### config.mk
export PLATFORM = sky130hd
export DESIGN_NAME = baudrate_gen_frac_flat
export DESIGN_NICKNAME = d
export VERILOG_FILES = /design/src/rtl/baudrate_gen_frac_if.sv /design/src/rtl/baudrate_gen_frac.sv /design/src/flat_wrapper.sv
export SDC_FILE = /design/constraint.sdc
export NUM_CORES = 1
export LEC_CHECK = 0
export BUFFER_PORTS_ARGS = -buffer_cell sky130_fd_sc_hd__buf_4
export CORE_MARGIN = 8
export CORE_UTILIZATION = 50
export CTS_BUF_LIST = sky130_fd_sc_hd__clkbuf_2 sky130_fd_sc_hd__clkbuf_4 sky130_fd_sc_hd__clkbuf_8
export DETAILED_ROUTE_END_ITERATION = 7
export PLACE_DENSITY_LB_ADDON = 0.2
export SETUP_SLACK_MARGIN = 0.1
export SLEW_MARGIN = 40
export SYNTH_ARGS = -nofsm -noshare
export SYNTH_HDL_FRONTEND = slang
export SYNTH_SLANG_ARGS = --single-unit
### constraint.sdc
create_clock -name clock_i -period 11.74 [get_ports clock_i]
set_clock_uncertainty 0.15 [all_clocks]
set_input_delay 0.587 -clock clock_i [delete_from_list [all_inputs] [get_ports clock_i]]
set_output_delay 0.587 -clock clock_i [all_outputs]
set_load 0.03 [all_outputs]
### src/rtl/baudrate_gen_frac_if.sv
// Bus bundle for the fractional baud tick generator: divisor programming,
// run control and the tick/status outputs.
interface baudrate_gen_frac_if #(
  parameter int DIV_W  = 16,
  parameter int FRAC_W = 4
) ();
  logic              enable;
  logic              div_load;
  logic [DIV_W-1:0]  div_int_in;
  logic [FRAC_W-1:0] div_frac_in;
  logic              resync;
  logic              tick_os;
  logic              tick_bit;
  logic              div_pending;
  logic              div_err;

  modport master (
    output enable, div_load, div_int_in, div_frac_in, resync,
    input  tick_os, tick_bit, div_pending, div_err
  );

  modport slave (
    input  enable, div_load, div_int_in, div_frac_in, resync,
    output tick_os, tick_bit, div_pending, div_err
  );
endinterface

### src/rtl/baudrate_gen_frac.sv
// Fractional UART baud tick generator.
// A down-counter reloads with D-1 (plus one on fractional carry) at every wrap,
// giving tick_os periods of D or D+1 clocks that average D + F/2^FRAC_W.
// Every OVERSAMPLE-th tick_os also raises tick_bit.
// New divisors wait in a pending slot and are only applied at a period
// boundary (wrap, resync, or while disabled) so no period is ever truncated.
module baudrate_gen_frac #(
  parameter int DIV_W          = 16,
  parameter int FRAC_W         = 4,
  parameter int OVERSAMPLE     = 16,
  parameter int RESET_DIV_INT  = 162,
  parameter int RESET_DIV_FRAC = 12
) (
  input logic               clock_i,
  input logic               reset_i,
  baudrate_gen_frac_if.slave bus
);

  localparam int OS_W = $clog2(OVERSAMPLE);

  logic [DIV_W-1:0]  cnt_q, cnt_d;
  logic [FRAC_W-1:0] acc_q, acc_d;
  logic [OS_W-1:0]   os_cnt_q, os_cnt_d;
  logic [DIV_W-1:0]  div_int_q, div_int_d;
  logic [FRAC_W-1:0] div_frac_q, div_frac_d;
  logic [DIV_W-1:0]  div_int_p_q, div_int_p_d;
  logic [FRAC_W-1:0] div_frac_p_q, div_frac_p_d;
  logic              pend_q, pend_d;
  logic              tick_os_q, tick_os_d;
  logic              tick_bit_q, tick_bit_d;
  logic              err_q, err_d;

  logic [DIV_W-1:0]  d_sel;
  logic [FRAC_W-1:0] f_sel;
  logic [FRAC_W:0]   acc_sum;
  logic              wrap;
  logic              apply_pend;

  // Next-state logic: resync beats disable beats wrap; divisor load is
  // evaluated last so a same-cycle load always lands in the pending slot.
  always_comb begin
    d_sel   = pend_q ? div_int_p_q  : div_int_q;
    f_sel   = pend_q ? div_frac_p_q : div_frac_q;
    acc_sum = {1'b0, acc_q} + {1'b0, f_sel};
    wrap    = (cnt_q == '0);

    cnt_d        = cnt_q;
    acc_d        = acc_q;
    os_cnt_d     = os_cnt_q;
    div_int_d    = div_int_q;
    div_frac_d   = div_frac_q;
    div_int_p_d  = div_int_p_q;
    div_frac_p_d = div_frac_p_q;
    pend_d       = pend_q;
    tick_os_d    = 1'b0;
    tick_bit_d   = 1'b0;
    err_d        = 1'b0;
    apply_pend   = 1'b0;

    if (bus.resync) begin
      cnt_d      = d_sel - DIV_W'(1);
      acc_d      = '0;
      os_cnt_d   = '0;
      apply_pend = 1'b1;
    end else if (!bus.enable) begin
      // Idle is a safe boundary: take a pending divisor now and start clean.
      if (pend_q) begin
        cnt_d      = d_sel - DIV_W'(1);
        acc_d      = '0;
        os_cnt_d   = '0;
        apply_pend = 1'b1;
      end
    end else if (wrap) begin
      tick_os_d  = 1'b1;
      tick_bit_d = (os_cnt_q == OS_W'(OVERSAMPLE - 1));
      acc_d      = acc_sum[FRAC_W-1:0];
      cnt_d      = d_sel - DIV_W'(1) + {{(DIV_W-1){1'b0}}, acc_sum[FRAC_W]};
      os_cnt_d   = os_cnt_q + OS_W'(1);
      apply_pend = 1'b1;
    end else begin
      cnt_d = cnt_q - DIV_W'(1);
    end

    if (apply_pend && pend_q) begin
      div_int_d  = div_int_p_q;
      div_frac_d = div_frac_p_q;
      pend_d     = 1'b0;
    end

    if (bus.div_load) begin
      if (bus.div_int_in != '0) begin
        div_int_p_d  = bus.div_int_in;
        div_frac_p_d = bus.div_frac_in;
        pend_d       = 1'b1;
      end else begin
        err_d = 1'b1;
      end
    end
  end

  // State and output registers with synchronous reset.
  always_ff @(posedge clock_i) begin
    if (reset_i) begin
      cnt_q        <= DIV_W'(RESET_DIV_INT - 1);
      acc_q        <= '0;
      os_cnt_q     <= '0;
      div_int_q    <= DIV_W'(RESET_DIV_INT);
      div_frac_q   <= FRAC_W'(RESET_DIV_FRAC);
      div_int_p_q  <= '0;
      div_frac_p_q <= '0;
      pend_q       <= 1'b0;
      tick_os_q    <= 1'b0;
      tick_bit_q   <= 1'b0;
      err_q        <= 1'b0;
    end else begin
      cnt_q        <= cnt_d;
      acc_q        <= acc_d;
      os_cnt_q     <= os_cnt_d;
      div_int_q    <= div_int_d;
      div_frac_q   <= div_frac_d;
      div_int_p_q  <= div_int_p_d;
      div_frac_p_q <= div_frac_p_d;
      pend_q       <= pend_d;
      tick_os_q    <= tick_os_d;
      tick_bit_q   <= tick_bit_d;
      err_q        <= err_d;
    end
  end

  assign bus.tick_os     = tick_os_q;
  assign bus.tick_bit    = tick_bit_q;
  assign bus.div_pending = pend_q;
  assign bus.div_err     = err_q;

endmodule

### src/flat_wrapper.sv
// flat-port wrapper written by rule: the top's interface ports become plain ports
module baudrate_gen_frac_flat 
#(
  parameter int DIV_W          = 16,
  parameter int FRAC_W         = 4,
  parameter int OVERSAMPLE     = 16,
  parameter int RESET_DIV_INT  = 162,
  parameter int RESET_DIV_FRAC = 12
)
  (clock_i, reset_i, bus_enable, bus_div_load, bus_div_int_in, bus_div_frac_in, bus_resync, bus_tick_os, bus_tick_bit, bus_div_pending, bus_div_err);
  baudrate_gen_frac_if #(.DIV_W(DIV_W), .FRAC_W(FRAC_W)) bus_i ();
  input logic clock_i;
  input logic reset_i;
  input wire logic [$bits(bus_i.enable)-1:0] bus_enable;
  input wire logic [$bits(bus_i.div_load)-1:0] bus_div_load;
  input wire logic [$bits(bus_i.div_int_in)-1:0] bus_div_int_in;
  input wire logic [$bits(bus_i.div_frac_in)-1:0] bus_div_frac_in;
  input wire logic [$bits(bus_i.resync)-1:0] bus_resync;
  output wire logic [$bits(bus_i.tick_os)-1:0] bus_tick_os;
  output wire logic [$bits(bus_i.tick_bit)-1:0] bus_tick_bit;
  output wire logic [$bits(bus_i.div_pending)-1:0] bus_div_pending;
  output wire logic [$bits(bus_i.div_err)-1:0] bus_div_err;
  assign bus_i.enable = bus_enable;
  assign bus_i.div_load = bus_div_load;
  assign bus_i.div_int_in = bus_div_int_in;
  assign bus_i.div_frac_in = bus_div_frac_in;
  assign bus_i.resync = bus_resync;
  assign bus_tick_os = bus_i.tick_os;
  assign bus_tick_bit = bus_i.tick_bit;
  assign bus_div_pending = bus_i.div_pending;
  assign bus_div_err = bus_i.div_err;
  baudrate_gen_frac #(.DIV_W(DIV_W), .FRAC_W(FRAC_W), .OVERSAMPLE(OVERSAMPLE), .RESET_DIV_INT(RESET_DIV_INT), .RESET_DIV_FRAC(RESET_DIV_FRAC)) u_core (.clock_i(clock_i), .reset_i(reset_i), .bus(bus_i));
endmodule
==> impl_metrics.json <==
{
  "gp_congestion": 0.876,
  "cts-root-buf": "clkbuf_8",
  "fp.dieW_microns": 109,
  "cts_tree": "yes",
  "syn_area_per_cell_sq_um": 7.86,
  "reg2reg_depth": 13,
  "r2r_start": "u_core.bus.div_pending",
  "startpoint": "u_core.bus.div_pending",
  "regToRegSetupSlack_ns": 7.80,
  "drt_iter0_drc": 276,
  "grt_pass1_vias": 3753,
  "worstSetupStartpointType": "register",
  "post-dp-hpwl_microns": 7590,
  "route.detailed.drc": 0,
  "worst-endpoint-arrival_ns": 4.00,
  "hold_buffers": 0,
  "grt_usage_pct": 18.3,
  "die_y_microns": 109,
  "synthDistinctLibCells": 73,
  "critPathMaxFanout": 47,
  "final_hold_viol_count": 0,
  "yosysWarnings": 0,
  "dieArea_sq_mm": 0.0118,
  "h-tree-depth": 3,
  "vias": 3992,
  "crit_required_ns": 11.80,
  "fin_setup_tns_ns": 0,
  "cts_setup_buffers": 0,
  "synth_edf_count": 0,
  "port_buffers": 28,
  "wl_per_cell_microns": 15.9,
  "endpoint_kind": "register",
  "grt_start_max_net_pins": 61,
  "cts_resized": 0,
  "antenna_found_initial": 0,
  "max_freq_mhz": 254,
  "clockBufferDepth": 2,
  "drive_gt1_share_pct": 14.4,
  "rsz0062_at_grt": "no",
  "cts_buffers": 9,
  "tightest_slew_ns": 0.821,
  "path_clk_slew_ns": 0.08,
  "synth_seq_area_share_pct": 31.7,
  "overflow": 0,
  "path_common_cell": "ha_1",
  "crit_slowest_cell": "dfxtp_4",
  "hold_path.class": "reg2reg",
  "ys_ff_latch": 68,
  "clkLatencyLatePin_ns": 0.34,
  "critPathKind": "reg2reg",
  "synth_area_leaders": "dfxtp_1 32%, nand2_1 9.5%, a21oi_1 7.2%",
  "grt_pass1_wl_microns": 17900,
  "finalWirelength_microns": 10600,
  "endpoint": "u_core.cnt_q[8]",
  "initial_utilization_pct": 50.5,
  "status": "complete, no violations",
  "irDropWorstVdd_uv": 77.5,
  "setup_viol": 0,
  "worst_r2r_endpoint": "u_core.cnt_q[8]",
  "powerDensity_mw_per_mm2": 116,
  "relSlewSlack_pct": 45.3,
  "fin_util_pct": 55.7,
  "synth_top_area_share_pct": 31.7,
  "n_antenna_cell": 0,
  "cts.sinks": 68,
  "drv_cap": 0,
  "std_cell_rows": 34,
  "slew_viol_final": 0,
  "nets": 593,
  "coreArea_sq_mm": 0.00851,
  "drt-vias-per-instance": 5.96,
  "power.total_uw": 550,
  "leakage_nw": 1.76,
  "whs_path_depth": 2,
  "netlist.top_cell.by_area": "dfxtp_1",
  "dr.pass1.iters": 4,
  "syn_to_final_growth_pct": 10.4,
  "synthArstFlopShare_pct": 0,
  "syn-instance-count": 546,
  "ant_nets": 0,
  "mappedNetlistArea_sq_mm": 0.00429,
  "syn-num-nets": 582,
  "synthFlopType": "dfxtp_1",
  "io_pins": 29,
  "cpPeakStageDelay_ns": 0.73,
  "period_share_pct": 33.6,
  "finalCriticalPeriod_ns": 3.94,
  "cp_cell_sequence": "mux2_2 > ha_1 > a21o_1 > a21o_1 > ha_1 > ha_1 > inv_1 > a211o_1 > nor4_1 > o21ai_0 > mux2i_1 > nor4b_1 > nor3_1"
}
-- flip-flops by register name (all words and copies together), names as in the netlist --
signal and count:
u_core.acc_q 4, u_core.os_cnt_q 4, u_core.bus.tick_bit 1, u_core.bus.div_err 1, u_core.cnt_q 16, u_core.bus.tick_os 1
u_core.div_frac_p_q 4, u_core.div_frac_q 4, u_core.div_int_p_q 16, u_core.div_int_q 16, u_core.bus.div_pending 1
-- power by group --
part           leakage, nW  internal [mW]  switching [mW]
registers            0.557          0.241          0.0164
logic                 1.11         0.0390          0.0557
clock network        0.100         0.0992          0.0983
-- Yosys cell counts, types with 7 or more instances --
master      n
mux2i_1    14
nand2_1   109
ha_1       10
a21oi_1    62
nor2_1     40
clkbuf_1   26
nor4_1     12
dfxtp_1    68
xnor2_1    13
o21ai_0    20
inv_1       7
nand3b_1    8
xor2_1     10
nor3_1     22
-- logic make-up after synthesis --
| kind of cell | after synthesis | synth area share [%] |
|---|---|---|
| and+or+nand+nor | 244 | 29.1 |
| AOI/OAI and AO/OA | 139 | 21.8 |
| DFF | 68 | 31.7 |
| buffers and inverters | 39 | 3.82 |
| xor gates and xnor gates | 23 | 4.69 |
| muxes | 22 | 5.48 |
| adders and majority gates | 11 | 3.38 |
-- cell type report --
class                           instances  area [sq um]
Clock inverter                          7          73.8
Timing Repair Buffer                   32           240
Fill cell                             841          3770
Tap cell                              108           135
Clock buffer                            9           124
Multi-Input combinational cell        439          2780
Sequential cell                        68          1370
Inverter                                7          26.3
-- critical path: cells and delay by family, from the launching register on --
| family | cells | cell delay (ns) |
|---|---|---|
| AO/OA/AOI/OAI | 4 | 0.82 |
| adder cells (fa/ha/maj) | 3 | 0.72 |
| buffers and inverters | 1 | 0.06 |
| flip-flops | 1 | 0.73 |
| multiplexers | 2 | 0.59 |
| AND/OR/NAND/NOR | 3 | 0.72 |
-- per-stage QoR --
step / cells / setup slack, ns / hold WS, ns / cell area, sq um
6_report: 670 / 7.80 / 0.314 / 4740
5_1_grt: 670 / 7.62 / 0.330 / 4740
3_3_place_gp: 654 / 7.73 / 0.291 / 4540
2_1_floorplan: 546 / 7.29 / 0.284 / 4290
4_1_cts: 670 / 7.83 / 0.311 / 4740
3_5_place_dp: 654 / 7.88 / 0.299 / 4540
-- routing by layer --
metal / GRT usage (%) / vias up / routed length (microns) / part of all wire (%)
met5: 0 / - / 0 / 0
met1: 24.0 / 1872 / 5140 / 48
met3: 3.49 / 11 / 544 / 5.1
met4: 5.67 / 0 / 136 / 1.3
li1: - / 1989 / - / -
met2: 29.6 / 120 / 4830 / 45
-- worst min-delay path by stage --
| stage | startpoint | endpoint | slack, ns |
|---|---|---|---|
| final | u_core.div_int_q[14] | u_core.div_int_q[14] | 0.31 |
| after global routing | u_core.div_frac_q[0] | u_core.div_frac_q[0] | 0.33 |
| after CTS | u_core.div_frac_q[0] | u_core.div_frac_q[0] | 0.31 |
| after detailed placement | u_core.div_frac_q[0] | u_core.div_frac_q[0] | 0.30 |
| after global placement | u_core.div_int_q[15] | u_core.div_int_q[15] | 0.29 |
| after floorplan | u_core.div_frac_q[3] | u_core.div_frac_q[3] | 0.28 |
-- cell usage in the layout (no fill, tap or decap), types with 5 or more instances in the layout --
cell type / instances
a21oi_1: 62
a22oi_1: 5
a31oi_1: 5
and2_1: 6
buf_4: 32
clkbuf_8: 9
dfxtp_1: 67
ha_1: 10
inv_1: 7
mux2_2: 6
mux2i_1: 14
nand2_1: 109
nand3b_1: 8
nand4_1: 5
nor2_1: 40
nor3_1: 22
nor3b_1: 6
nor4_1: 12
o21ai_0: 20
xnor2_1: 13
xor2_1: 10
Power figures use the tool's default switching activity.
